## config.mk

```make
export PLATFORM = sky130hd
export DESIGN_NAME = instr_fetch_flat
export DESIGN_NICKNAME = d
export VERILOG_FILES = /design/src/rtl/instr_fetch_pkg.sv /design/src/rtl/instr_fetch_if.sv /design/src/rtl/instr_fetch.sv /design/src/flat_wrapper.sv
export SDC_FILE = /design/constraint.sdc
export NUM_CORES = 1
export LEC_CHECK = 0
export BUFFER_PORTS_ARGS = -buffer_cell sky130_fd_sc_hd__buf_4
export CAP_MARGIN = 20
export CORE_ASPECT_RATIO = 0.9
export CORE_MARGIN = 10
export CORE_UTILIZATION = 48
export CTS_BUF_LIST = sky130_fd_sc_hd__clkbuf_4
export CTS_CLUSTER_SIZE = 28
export DETAILED_ROUTE_END_ITERATION = 12
export MAX_ROUTING_LAYER = met4
export PLACE_DENSITY = 0.91
export REMOVE_ABC_BUFFERS = 1
export SLEW_MARGIN = 5
export SYNTH_ARGS = -nofsm -noshare
export SYNTH_HDL_FRONTEND = slang
export SYNTH_SLANG_ARGS = --single-unit
export TNS_END_PERCENT = 10
```

## constraint.sdc

```tcl
create_clock -name clk -period 2.3 [get_ports clk]
set_input_delay 0.575 -clock clk [delete_from_list [all_inputs] [get_ports clk]]
set_output_delay 0.575 -clock clk [all_outputs]
set_load 0.02 [all_outputs]
```

## src/rtl/instr_fetch_pkg.sv

```systemverilog
// Shared processor definitions for the fetch stage: the default bus geometry,
// the fetch FSM encoding and the canonical NOP word.
package instr_fetch_pkg;

  localparam int ADDR_W_DEFAULT = 8;
  localparam int DEPTH_DEFAULT  = 64;

  // addi x0, x0, 0 -- what a bubble looks like when decode wants a real word
  localparam logic [31:0] NOP_INSTR = 32'h0000_0013;

  typedef enum logic [1:0] {
    ST_IDLE = 2'd0,
    ST_RUN  = 2'd1,
    ST_HALT = 2'd2
  } fetch_state_e;

endpackage

```

## src/rtl/instr_fetch_if.sv

```systemverilog
// Fetch-stage bus: instruction-memory port, control inputs from the core and
// the valid/ready output towards decode.
interface instr_fetch_if
  import instr_fetch_pkg::*;
#(
  parameter int ADDR_W = ADDR_W_DEFAULT
) ();

  logic [ADDR_W-1:0] imem_addr;
  logic [31:0]       imem_data;
  logic              redirect_valid;
  logic [ADDR_W-1:0] redirect_pc;
  logic              halt_req;
  logic              out_valid;
  logic              out_ready;
  logic [31:0]       out_instr;
  logic [ADDR_W-1:0] out_pc;
  logic              halted;

  // The fetch unit itself sits on the slave side of this bus
  modport slave (
    output imem_addr,
    input  imem_data,
    input  redirect_valid,
    input  redirect_pc,
    input  halt_req,
    output out_valid,
    input  out_ready,
    output out_instr,
    output out_pc,
    output halted
  );

  modport master (
    input  imem_addr,
    output imem_data,
    output redirect_valid,
    output redirect_pc,
    output halt_req,
    input  out_valid,
    output out_ready,
    input  out_instr,
    input  out_pc,
    input  halted
  );

endinterface

```

## src/rtl/instr_fetch.sv

```systemverilog
// Instruction fetch stage: PC register, combinational memory read and a
// single registered output slot with valid/ready backpressure.
module instr_fetch
  import instr_fetch_pkg::*;
#(
  parameter int ADDR_W   = ADDR_W_DEFAULT,
  parameter int DEPTH    = DEPTH_DEFAULT,
  parameter int RESET_PC = 0
) (
  input  logic         clk,
  input  logic         rst_n,
  instr_fetch_if.slave bus
);

  localparam logic [ADDR_W-1:0] PC_LAST  = ADDR_W'(DEPTH - 1);
  localparam logic [ADDR_W-1:0] PC_RESET = ADDR_W'(RESET_PC);
  localparam logic [ADDR_W:0]   DEPTH_W  = (ADDR_W + 1)'(DEPTH);

  fetch_state_e      state;
  fetch_state_e      state_next;
  logic [ADDR_W-1:0] pc;
  logic [ADDR_W-1:0] pc_plus;
  logic [ADDR_W-1:0] redirect_target;
  logic              fire;
  logic              halted;
  logic              held_valid;
  logic [31:0]       held_instr;
  logic [ADDR_W-1:0] held_pc;

  always_ff @(posedge clk or negedge rst_n) begin
    if (!rst_n) begin
      state <= ST_IDLE;
    end else begin
      state <= state_next;
    end
  end

  // A redirect always lands in RUN, whatever state we were in
  always_comb begin
    state_next = state;
    if (bus.redirect_valid) begin
      state_next = ST_RUN;
    end else begin
      case (state)
        ST_IDLE: state_next = ST_RUN;
        ST_RUN:  state_next = bus.halt_req ? ST_HALT : ST_RUN;
        ST_HALT: state_next = ST_HALT;
        default: state_next = ST_IDLE;
      endcase
    end
  end

  always_comb begin
    fire   = 1'b0;
    halted = 1'b0;
    case (state)
      ST_RUN:  fire = !bus.redirect_valid && !bus.halt_req &&
                      (!held_valid || bus.out_ready);
      ST_HALT: halted = 1'b1;
      default: ;
    endcase
  end

  // The modulo is widened by one bit so DEPTH == 2**ADDR_W stays representable
  always_comb begin
    pc_plus         = (pc == PC_LAST) ? '0 : pc + ADDR_W'(1);
    redirect_target = ADDR_W'({1'b0, bus.redirect_pc} % DEPTH_W);
  end

  always_ff @(posedge clk or negedge rst_n) begin
    if (!rst_n) begin
      pc         <= PC_RESET;
      held_valid <= 1'b0;
      held_instr <= '0;
      held_pc    <= '0;
    end else if (bus.redirect_valid) begin
      pc         <= redirect_target;
      held_valid <= 1'b0;
    end else if (fire) begin
      held_instr <= bus.imem_data;
      held_pc    <= pc;
      held_valid <= 1'b1;
      pc         <= pc_plus;
    end else if (held_valid && bus.out_ready) begin
      held_valid <= 1'b0;
    end
  end

  assign bus.imem_addr = pc;
  assign bus.out_valid = held_valid;
  assign bus.out_instr = held_instr;
  assign bus.out_pc    = held_pc;
  assign bus.halted    = halted;

  // A stalled output must not move until decode takes it or a redirect flushes it
  property p_stall_holds;
    @(posedge clk) disable iff (!rst_n)
      (held_valid && !bus.out_ready && !bus.redirect_valid) |=>
        (held_valid && $stable(held_pc) && $stable(held_instr));
  endproperty
  a_stall_holds: assert property (p_stall_holds);

endmodule

```

## src/flat_wrapper.sv

```systemverilog
// flat-port wrapper written by rule: the top's interface ports become plain ports
module instr_fetch_flat import instr_fetch_pkg::*;
#(
  parameter int ADDR_W   = ADDR_W_DEFAULT,
  parameter int DEPTH    = DEPTH_DEFAULT,
  parameter int RESET_PC = 0
)
  (clk, rst_n, bus_imem_addr, bus_imem_data, bus_redirect_valid, bus_redirect_pc, bus_halt_req, bus_out_valid, bus_out_ready, bus_out_instr, bus_out_pc, bus_halted);
  instr_fetch_if #(.ADDR_W(ADDR_W)) bus_i ();
  input  logic clk;
  input  logic rst_n;
  output wire logic [$bits(bus_i.imem_addr)-1:0] bus_imem_addr;
  input wire logic [$bits(bus_i.imem_data)-1:0] bus_imem_data;
  input wire logic [$bits(bus_i.redirect_valid)-1:0] bus_redirect_valid;
  input wire logic [$bits(bus_i.redirect_pc)-1:0] bus_redirect_pc;
  input wire logic [$bits(bus_i.halt_req)-1:0] bus_halt_req;
  output wire logic [$bits(bus_i.out_valid)-1:0] bus_out_valid;
  input wire logic [$bits(bus_i.out_ready)-1:0] bus_out_ready;
  output wire logic [$bits(bus_i.out_instr)-1:0] bus_out_instr;
  output wire logic [$bits(bus_i.out_pc)-1:0] bus_out_pc;
  output wire logic [$bits(bus_i.halted)-1:0] bus_halted;
  assign bus_imem_addr = bus_i.imem_addr;
  assign bus_i.imem_data = bus_imem_data;
  assign bus_i.redirect_valid = bus_redirect_valid;
  assign bus_i.redirect_pc = bus_redirect_pc;
  assign bus_i.halt_req = bus_halt_req;
  assign bus_out_valid = bus_i.out_valid;
  assign bus_i.out_ready = bus_out_ready;
  assign bus_out_instr = bus_i.out_instr;
  assign bus_out_pc = bus_i.out_pc;
  assign bus_halted = bus_i.halted;
  instr_fetch #(.ADDR_W(ADDR_W), .DEPTH(DEPTH), .RESET_PC(RESET_PC)) u_core (.clk(clk), .rst_n(rst_n), .bus(bus_i));
endmodule
```

== After elaboration in Yosys (flattened, before gate mapping) ==
Cells that the tools add are included.
Widths: inputs -> output; s select.

* Bits in registers: 51
* Bits in latches: 0
* Memory bits (writable): 0
* ROM bits: 0
* Word-level logic and storage cells: 32
* Memories kept: 0

* Add/subtract/negate cells: 1
* Multiply operators: 0
* Divide/modulo/power cells: 0
* $lt $le $gt $ge: 0
* Equality and inequality tests: 3
* Shift operators: 0
* Multiplexer cells: 11
* Bitwise operators: 1
* Reductions and logical operators: 11

{| class="wikitable"
|+ Operator list
! kind !! number
|-
| $mux 8 || 3
|-
| $add 8x1->8 const B || 1
|-
| $eq 8x6->1 const B || 1
|-
| $pmux 2 s3 || 1
|-
| $mux 1 || 5
|-
| $mux 2 || 2
|-
| $logic_and 1x1->1 || 3
|-
| $logic_not 1->1 || 3
|-
| $reduce_bool 3->1 || 1
|-
| $eq 2x1->1 const B || 1
|-
| $eq 2x2->1 const B || 1
|-
| $logic_not 2->1 || 1
|-
| $reduce_and 2->1 || 1
|-
| $reduce_bool 2->1 || 1
|-
| $logic_or 1x1->1 || 1
|-
| $not 1->1 || 1
|}

== Depth between registers and ports, before layout ==
* Depth after elaboration: 6
* Mapped depth: 5
* Mapped depth without buffers: 5

== Worst setup path before layout ==
OpenSTA, ideal clock, no wires.

* Kind: input -> register
* From: in bus_halt_req
* To: reg u_core.held_instr[21] (netlist: u_core.bus.out_instr[21])
* Setup time: 0.125 ns
* Data arrival time: 1.879 ns
* Data required time: 2.175 ns
* Path slack: 0.296 ns
* Cell stages on the path: 4
* Buffers on the path: 1
* Cell sequence: or3b_4 > nor3_4 > buf_4 > mux2_2

* Longest elaborated chain between the ends: 5

{| class="wikitable"
|+ RTL lines
! what !! RTL line !! RTL
|-
| start: declaration || flat_wrapper.sv:16 || <nowiki>input wire logic [$bits(bus_i.halt_req)-1:0] bus_halt_req;</nowiki>
|-
| $logic_not 1->1 || instr_fetch.sv:57 || <nowiki>ST_RUN: fire = !bus.redirect_valid && !bus.halt_req &&</nowiki>
|-
| $logic_and 1x1->1 (2 in a row) || instr_fetch.sv:57 ||
|-
| $mux 1 || instr_fetch.sv:56 || <nowiki>case (state)</nowiki>
|-
| $reduce_and 2->1 (no line) || - ||
|-
| end signal: assignment || instr_fetch.sv:80 || <nowiki>held_instr <= bus.imem_data;</nowiki>
|-
| end: declaration || instr_fetch.sv:27 || <nowiki>logic [31:0] held_instr;</nowiki>
|}

Every way passes these cells.
A chain may end at the register's enable or synchronous reset.

== Worst setup path in the final report ==
* From: reg u_core.state[1]
* To: reg u_core.pc[5] (netlist: u_core.bus.imem_addr[5])

* Longest elaborated chain between the ends: 3

{| class="wikitable"
|+ RTL lines
! what !! RTL line !! RTL
|-
| start: declaration || instr_fetch.sv:19 || <nowiki>fetch_state_e state;</nowiki>
|-
| start signal: assignment || instr_fetch.sv:34 || <nowiki>state <= state_next;</nowiki>
|-
| $eq 2x1->1 || instr_fetch.sv:56 ||
|-
| $mux 1 || instr_fetch.sv:56 ||
|-
| $reduce_bool 2->1 (no line) || - ||
|-
| end signal: assignment || instr_fetch.sv:77 || <nowiki>pc <= redirect_target;</nowiki>
|-
| end signal: assignment || instr_fetch.sv:83 || <nowiki>pc <= pc_plus;</nowiki>
|-
| end: declaration || instr_fetch.sv:21 || <nowiki>logic [ADDR_W-1:0] pc;</nowiki>
|}

Every way passes these cells.

==> results.py <==
metrics = {
    "routing": {
        "dr.first_iter.drc_count": 89,
        "ant_nets": 0,
        "routedWlPerCell_um": 17.53,
        "drc_errors": 0,
        "vias": 1584,
        "drt_first_pass_iters": 4,
        "vias_per_cell": 5.176,
        "totalWireLength_mm": 5.363,
    },
    "floorplan": {
        "die_y_um": 82.74,
        "core_sq_um": 4156,
        "die_area_sq_um": 7423,
        "ios": 95,
        "die_w_um": 89.72,
        "initial_core_util_pct": 50.51,
        "num_rows": 22,
    },
    "logic_synthesis": {
        "ys_warn_count": 0,
        "synthDistinctLibCells": 30,
        "avgSynthCellArea_sq_um": 14.09,
        "synthFlopType": "dfrtp_1",
        "ys_seq_elements": 51,
        "ys_seq_area_share_pct": 60.79,
        "synth-edff-count": 0,
        "ys_async_sr_fraction_pct": 100.0,
        "syn_inst": 149,
        "netlist_area_sq_um": 2100,
    },
    "finish": {
        "postLayoutCellArea_sq_um": 2913,
        "syn_to_final_growth_pct": 38.74,
        "fillers": 315,
        "diodes": 0,
        "nNetsFinal": 291,
        "drive_gt1_share_pct": 59.76,
    },
    "power": {
        "p_int_uw": 1719,
        "cellPowerDensity_nw_per_um2": 897.3,
        "p_sw_uw": 894.7,
        "finalPower_uw": 2614,
        "ir_drop_uv": 571.7,
        "power.share.switching_pct": 34.23,
        "clkPwrFrac_pct": 15.5,
        "pwr-share-comb_pct": 37.4,
        "power_frac_seq_pct": 47.2,
        "leakagePower_uw": 0.001380,
    },
    "setup_path": {
        "worstSetupEndpointType": "flip-flop",
        "slowest_delay_ps": 450,
        "critPathMaxFanout": 16,
        "cp.arrival_ps": 2210,
        "cp-start-kind": "flip-flop",
        "path_delay_family": "simple AND/OR/NAND/NOR gates",
        "cp_slowest_cell": "dfrtp_1",
        "crit_chain": "or3b_4, nor3_4, buf_4, or3b_1, nand3_1",
        "worst-path-buf-inv": 1,
        "cp.required_ps": 2620,
        "path_class": "flip-flop to flip-flop",
    },
    "worst_hold_path": {
        "hold_path.class": "input pin to async pin",
    },
    "global_routing": {
        "grt_pass1_vias": 1798,
        "antenna_found_initial": 0,
        "grt_pass1_wl_mm": 8.618,
        "grt_max_degree": 52,
        "track_usage_pct": 14.80,
        "grt-ovfl-total": 0,
    },
    "clock_network": {
        "clockBufferDepth": 2,
        "cts_max_level": 2,
        "ctsResizeCount": 0,
        "clk_pin_slew_ps": 140,
        "cts-root-buf": "clkbuf_4",
        "clock_sinks": 51,
        "cts_buffers": 5,
        "postCtsSetupBuffers": 0,
        "cts_hold_buf": 0,
        "insertion_delay_ps": 370,
        "tritoncts": "built",
    },
    "placement": {
        "place_area_sq_um": 2855,
        "routabilityCongestion": 0.7760,
        "port_buffers": 92,
        "place_hpwl_mm": 4.162,
    },
    "timing": {
        "relSlewSlack_pct": 58.62,
        "tightestPinTransition_ps": 620.8,
        "fmax_mhz": 526.5,
        "finalSetupTns_ps": 0,
        "skew_ps": 5.360,
        "hold_viol": 0,
        "rsz0062_at_grt": "false",
        "fin_crit_ps": 1899,
        "period_share_pct": 82.58,
        "setup_viol": 0,
        "slew_violations": 0,
    },
    "outcome": {
        "status": "complete, no violations",
    },
    "job": {
        "drv_cap": 0,
    },
}
## placed cells by master, fill, tap and decap left out, drive strengths merged, types with 3 or more instances in the layout
cell    netlist  final
o21ai         3      3
clkbuf        2      6
nor2          3      3
mux2         40     40
buf           4     95
nand4         3      3
nor2b         3      3
dfrtp        51     51
nand3         6      6
a21oi         7      7
nand2         7      7
## worst paths after layout
check | startpoint | endpoint | slack [ps] | cells past startpoint
min in group clk | bus_redirect_pc[4] | u_core.bus.imem_addr[4]$_DFFE_PN0P_ | 410 | 3
setup reg to reg | u_core.state[1]$_DFF_PN0_ | u_core.bus.imem_addr[5]$_DFFE_PN0P_ | 400 | 5
setup / recovery | u_core.state[1]$_DFF_PN0_ | u_core.bus.imem_addr[5]$_DFFE_PN0P_ | 400 | 5
max in group asynchronous | rst_n | u_core.bus.out_instr[10]$_DFFE_PN0P_ | 1680 | 1
hold reg to reg | u_core.state[0]$_DFF_PN0_ | u_core.state[1]$_DFF_PN0_ | 520 | 1
hold / removal | rst_n | u_core.bus.imem_addr[4]$_DFFE_PN0P_ | 200 | 1
## logic make-up (layout without fill, tap and decap cells)
family          after synthesis  after routing  synth area share, %
xor+xnor                      2              2               0.8345
flops                        51             51                60.79
simple gates                 34             34                9.715
fa+ha+maj                     1              1               0.5959
compound gates               13             13                3.516
buf+inv                       6            103                2.145
mux                          42             42                22.41
## through the flow
stage	hold slack, ps	instances	utilization [%]	setup slack [ps]
2_1_floorplan	279.4	143	-	-348.5
3_3_place_gp	483.6	298	68.69	189.1
3_5_place_dp	498.4	298	68.69	130.0
4_1_cts	222.0	306	70.08	403.1
5_1_grt	227.1	306	70.08	340.9
6_report	196.3	306	70.08	400.6
## cells in the mapped netlist (2+ instances only)
cell | n | area, sq um
nand2_1 | 7 | 26.28
buf_6 | 2 | 22.52
nor2b_1 | 3 | 18.77
nand3_1 | 6 | 30.03
dfrtp_1 | 51 | 1276
mux2i_1 | 2 | 20.02
buf_4 | 2 | 15.01
mux2_2 | 40 | 450.4
a21oi_1 | 7 | 35.03
nand4_1 | 3 | 18.77
o21ai_0 | 3 | 15.01
or2_2 | 2 | 12.51
clkbuf_1 | 2 | 7.510
nor2_1 | 3 | 11.26
## power by group through the flow
stage                     clock network [uW]  logic [uW]  registers [uW]
after global placement                     0         975            1240
after CTS                                418         996            1230
after floorplan                            0         239            1490
after global routing                     444        1040            1260
final                                    404         977            1230
after detailed placement                   0         996            1250
## per-layer routing
layer,global-route usage [%],vias to the layer above,routed length (um)
li1,-,730,-
met1,16.68,765,2287
met2,23.19,84,2453
met3,6.853,5,574
met4,4.839,0,49
met5,-,-,0
## final cells by class
| cell class | instances | area [sq um] | share of cell area, % |
|---|---|---|---|
| Clock buffer | 6 | 45.04 | 1.546 |
| Tap cell | 60 | 75.07 | 2.577 |
| Clock inverter | 2 | 12.51 | 0.4296 |
| Sequential cell | 51 | 1276 | 43.81 |
| Timing Repair Buffer | 95 | 725.7 | 24.91 |
| Multi-Input combinational cell | 92 | 778.2 | 26.72 |
## sequential cells by signal (all words and copies together), names as in the netlist
register and count:
u_core.bus.out_instr 32, u_core.bus.imem_addr 8, u_core.bus.out_pc 8, u_core.state 2, u_core.bus.out_valid 1
No activity file was read; power rests on OpenSTA's default activity.
